### src/rtl/mac_driver.sv
// Initiator for the mac streaming protocol. Buffers one N-pair vector, replays it
// to the mac as a start pulse plus N pairs, then returns mac_acc on a result port.
module mac_driver #(
  parameter int N       = 4,
  parameter int TIMEOUT = 8
) (
  input  logic        clk,
  input  logic        rst,
  input  logic        in_valid,
  output logic        in_ready,
  input  logic [15:0] in_x,
  input  logic [15:0] in_w,
  output logic        mac_rst,
  output logic        mac_start,
  output logic [15:0] mac_x,
  output logic [15:0] mac_w,
  input  logic [15:0] mac_acc,
  input  logic        mac_done,
  output logic        res_valid,
  input  logic        res_ready,
  output logic [15:0] res_data,
  output logic        busy,
  output logic        timeout_err
);

  localparam int PW = (N > 1) ? $clog2(N) : 1;
  localparam int TW = $clog2(TIMEOUT);
  localparam logic [PW-1:0] PLAST = PW'(N - 1);
  localparam logic [TW-1:0] TLAST = TW'(TIMEOUT - 1);

  localparam logic [1:0] S_LOAD   = 2'd0;
  localparam logic [1:0] S_ISSUE  = 2'd1;
  localparam logic [1:0] S_WAIT   = 2'd2;
  localparam logic [1:0] S_RESULT = 2'd3;

  logic [1:0]    state;
  logic [PW-1:0] wr_ptr, rd_ptr;
  logic [TW-1:0] timer;
  logic          to_pulse;
  logic [15:0]   buf_x [N];
  logic [15:0]   buf_w [N];

  assign in_ready = (state == S_LOAD);
  assign busy     = (state != S_LOAD);
  // The watchdog pulse is registered so the mac sees a clean one-cycle reset.
  assign mac_rst  = rst | to_pulse;

  always_ff @(posedge clk) begin
    if (state == S_LOAD && in_valid) begin
      buf_x[wr_ptr] <= in_x;
      buf_w[wr_ptr] <= in_w;
    end
  end

  always_ff @(posedge clk) begin
    if (rst) begin
      state       <= S_LOAD;
      wr_ptr      <= '0;
      rd_ptr      <= '0;
      timer       <= '0;
      res_valid   <= 1'b0;
      res_data    <= '0;
      timeout_err <= 1'b0;
      to_pulse    <= 1'b0;
    end else begin
      to_pulse <= 1'b0;
      case (state)
        S_LOAD: begin
          if (in_valid) begin
            if (wr_ptr == PLAST) begin
              wr_ptr <= '0;
              rd_ptr <= '0;
              state  <= S_ISSUE;
            end else begin
              wr_ptr <= wr_ptr + 1'b1;
            end
          end
        end
        S_ISSUE: begin
          if (rd_ptr == PLAST) begin
            rd_ptr <= '0;
            timer  <= '0;
            state  <= S_WAIT;
          end else begin
            rd_ptr <= rd_ptr + 1'b1;
          end
        end
        S_WAIT: begin
          // mac_done takes priority over an expiring watchdog in the same cycle.
          if (mac_done) begin
            res_data  <= mac_acc;
            res_valid <= 1'b1;
            state     <= S_RESULT;
          end else if (timer == TLAST) begin
            timeout_err <= 1'b1;
            to_pulse    <= 1'b1;
            state       <= S_LOAD;
          end else begin
            timer <= timer + 1'b1;
          end
        end
        S_RESULT: begin
          if (res_ready) begin
            res_valid <= 1'b0;
            state     <= S_LOAD;
          end
        end
        default: state <= S_LOAD;
      endcase
    end
  end

  always_comb begin
    mac_start = 1'b0;
    mac_x     = '0;
    mac_w     = '0;
    if (state == S_ISSUE) begin
      mac_start = (rd_ptr == '0);
      mac_x     = buf_x[rd_ptr];
      mac_w     = buf_w[rd_ptr];
    end
  end

endmodule

### config.mk
export PLATFORM = sky130hd
export DESIGN_NAME = mac_driver
export DESIGN_NICKNAME = d
export VERILOG_FILES = /design/src/rtl/mac_driver.sv
export SDC_FILE = /design/constraint.sdc
export NUM_CORES = 1
export LEC_CHECK = 0
export ABC_AREA = 1
export CORE_AREA = 10 10 123 125
export CTS_BUF_LIST = sky130_fd_sc_hd__clkbuf_8
export DETAILED_ROUTE_END_ITERATION = 12
export DIE_AREA = 0 0 133 135
export GPL_TIMING_DRIVEN = 0
export PLACE_DENSITY = 0.79
export SLEW_MARGIN = 25
export SYNTH_ARGS = -nofsm -noshare
export SYNTH_HDL_FRONTEND = slang
export SYNTH_SLANG_ARGS = --single-unit
### constraint.sdc
create_clock -name clk -period 3.1 [get_ports clk]
set_input_delay 0.93 -clock clk [delete_from_list [all_inputs] [get_ports clk]]
set_output_delay 0.93 -clock clk [all_outputs]
set_load 0.02 [all_outputs]
==> impl_metrics.csv <==
group,metric,value,unit
run_status,status,"finished clean",
clock_tree,clockRootBuffer,"clkbuf_8",
yosys,synth_top_area_share,61.5,%
global_routing,grt_pass1_wl,23.9,mm
timing,final-setup-viol-count,0,
power,ir_drop,0.350,mV
power,power.net_switching,2160,uW
clock_tree,clk_latency,0.45,ns
yosys,yosysWarnings,0,
power,p_int,4010,uW
timing,timing.hold.ws,0.464,ns
critical_path,crit_required,2.17,ns
timing,fmax,333,MHz
global_routing,grt-ovfl-total,0,
yosys,synth-edff-count,128,
yosys,synth_cell_type_count,23,
timing,layout_min_cycle_time,3.00,ns
critical_path,r2r-start,"state[0]",
timing,rsz0062_at_grt,"true",
clock_tree,clockBufferDepth,2,
clock_tree,ctsResizeCount,48,
critical_path,crit_path_max_fanout,10,
clock_tree,cts.htree.levels,4,
critical_path,arrival,2.07,ns
min_path,hold_path.class,"flop to flop",
clock_tree,numCtsBuffers,17,
yosys,syn-num-nets,616,
yosys,yosys.area.top_type,"edfxtp_1",
placement,io_buffers,105,
routing,detail_route.wl_per_cell,17.3,um
timing,finalSetupTns,0,ns
global_routing,grt_pass1_vias,4690,
yosys,synth_seq_area_share,71.1,%
critical_path,reg2reg_depth,4,
layout,layout.nets,744,
yosys,ys.flop_type,"edfxtp_1",
clock_tree,cts_setup_buffers,0,
critical_path,r2r_slack,0.95,ns
placement,dp.cells,836,
power,p_leak,0.00294,uW
routing,antenna_left,0,
power,power,6160,uW
global_routing,grt_start_max_net_pins,21,
floorplan,dieArea,18000,um2
power,p_per_area,770,nW/um2
floorplan,row_count,41,
global_routing,track_usage,17.0,%
placement,dp_hpwl,10.1,mm
critical_path,cp-start-kind,"flop",
clock_tree,cts.reportedPaths.clkPinSlew,0.08,ns
routing,vias_per_cell,5.24,
yosys,synth-seq-cells,158,
routing,vias,4545,
clock_tree,cts_tree,"done",
layout,area_growth,28.1,%
power,clkPwrFrac,22.8,%
critical_path,endpoint_kind,"output port",
timing,fin_skew,0.00864,ns
job,maxCapViolations,0,
yosys,synth_most_common_cell,"nor2_1",
routing,first_pass_iters,6,
timing,post-route-period-util,96.9,%
clock_tree,cts_hold_buffers,0,
power,combinationalPowerShare,33.3,%
routing,drt_wl_total,15.0,mm
min_path,min_from,"res_data[12]",
layout,n_antenna_cell,0,
timing,maxSlewViolCount,0,
layout,fin_util,63.7,%
layout,drive_above_1_share,9.91,%
timing,worst_pin_slew,0.612,ns
min_path,whs_path_depth,2,
yosys,synth.cell_area,6250,um2
yosys,yosys-top-cells-area,"edfxtp_1 61%, dfxtp_1 9.6%, nor2_1 8.9%, o21ai_0 4.9%, a21oi_1 4.4%",
timing,max_slew_margin,59.1,%
routing,drt-initial-drc-count,399,
floorplan,die_w,133,um
power,switching_share,35.0,%
floorplan,die_h,135,um
global_routing,antenna_found_initial,0,
critical_path,critPathKind,"flop to output port",
layout,layoutNonFillerInstCount,868,
power,seqPwrFrac,44.0,%
floorplan,core_area,12600,um2
floorplan,initial_core_util,49.7,%
yosys,postSynth.asyncResetShare,0,%
yosys,syn_avg_cell_area,11.3,um2
placement,gp_congestion,0.770,
yosys,yosys-top-cells-count,"148 x nor2_1, 128 x edfxtp_1, 61 x o21ai_0",
floorplan,ioPinCount,107,
timing,hold_viol,0,
yosys,synth_cells,555,
clock_tree,numClockSinks,158,
routing,drc,0,
## metrics by stage
step                cell area [um2]  worst slack [ns]
floorplan                      6250             0.215
global placement               7520             -1.38
detailed placement             7660            -0.110
CTS                            8000            0.0665
global route                   8010           -0.0323
finish                         8010            0.0954
## cells by family after synthesis
family	share of synthesized area, %
and+or+nand+nor	13.4
DFF	71.1
AOI/OAI and AO/OA	10.3
buffers and inverters	3.62
adders and majority gates	1.60
## final cells by class
cell class / instances / area (um2)
Fill cell: 972 / 4560
Sequential cell: 158 / 4440
Multi-Input combinational cell: 345 / 1610
Timing Repair Buffer: 109 / 1120
Clock buffer: 17 / 234
Tap cell: 172 / 215
Buffer: 31 / 169
Clock inverter: 15 / 130
Inverter: 21 / 78.8
## metal layers
metal | share of wire [%] | vias up | track usage [%]
li1 | - | 2178 | -
met1 | 40 | 2181 | 18.7
met2 | 48 | 170 | 28.4
met3 | 10 | 16 | 7.46
met4 | 1.5 | 0 | 6.72
met5 | 0 | - | 0
## worst paths after layout
| kind | endpoint |
|---|---|
| setup / recovery | mac_x[1] |
| hold / removal | res_data[12] |
| setup reg to reg | buf_x[0][3] |
| hold reg to reg | res_data[12] |
## sequential cells by signal, summed over array words and instances, names as in the netlist, named ones only
signal / cells
buf_x: 64
res_valid: 1
wr_ptr: 2
buf_w: 64
res_data: 16
to_pulse: 1
state: 2
timer: 3
timeout_err: 1
rd_ptr: 2
## power groups by stage
stage	Combinational, uW	Sequential (uW)	Clock (uW)
after floorplan	1170	2770	0
after global placement	1980	2760	0
after detailed placement	2130	2750	0
after CTS	2060	2710	1420
after global routing	2260	2730	1530
final	2050	2710	1400
## worst max-delay path, stage by stage, from the launching register on
cell and delay [ns]:
dfxtp_1 0.35, buf_4 0.18, buf_2 0.27, nor2_1 0.08, nor2_1 0.11, o21ai_0 0.10, a21oi_1 0.18, dlygate4sd2_1 0.36
## placed cells by master (no fill, tap or decap), types with 2 or more instances in the layout
master,instances
buf_16,4
o21ai_1,7
inv_1,20
clkbuf_1,4
nor2_1,144
inv_2,2
bufinv_16,2
nor2_4,5
edfxtp_1,128
buf_4,4
clkbuf_8,17
dfxtp_1,30
dlygate4sd2_1,30
clkinv_1,4
clkinv_2,4
buf_2,13
a21oi_1,55
clkdlybuf4s15_1,4
clkinvlp_4,3
ha_1,8
nand2_1,37
clkdlybuf4s50_1,71
o21ai_0,61
clkbuf_2,8
nand2_2,2
nand3_1,21
(Power assumes the default switching activity.)
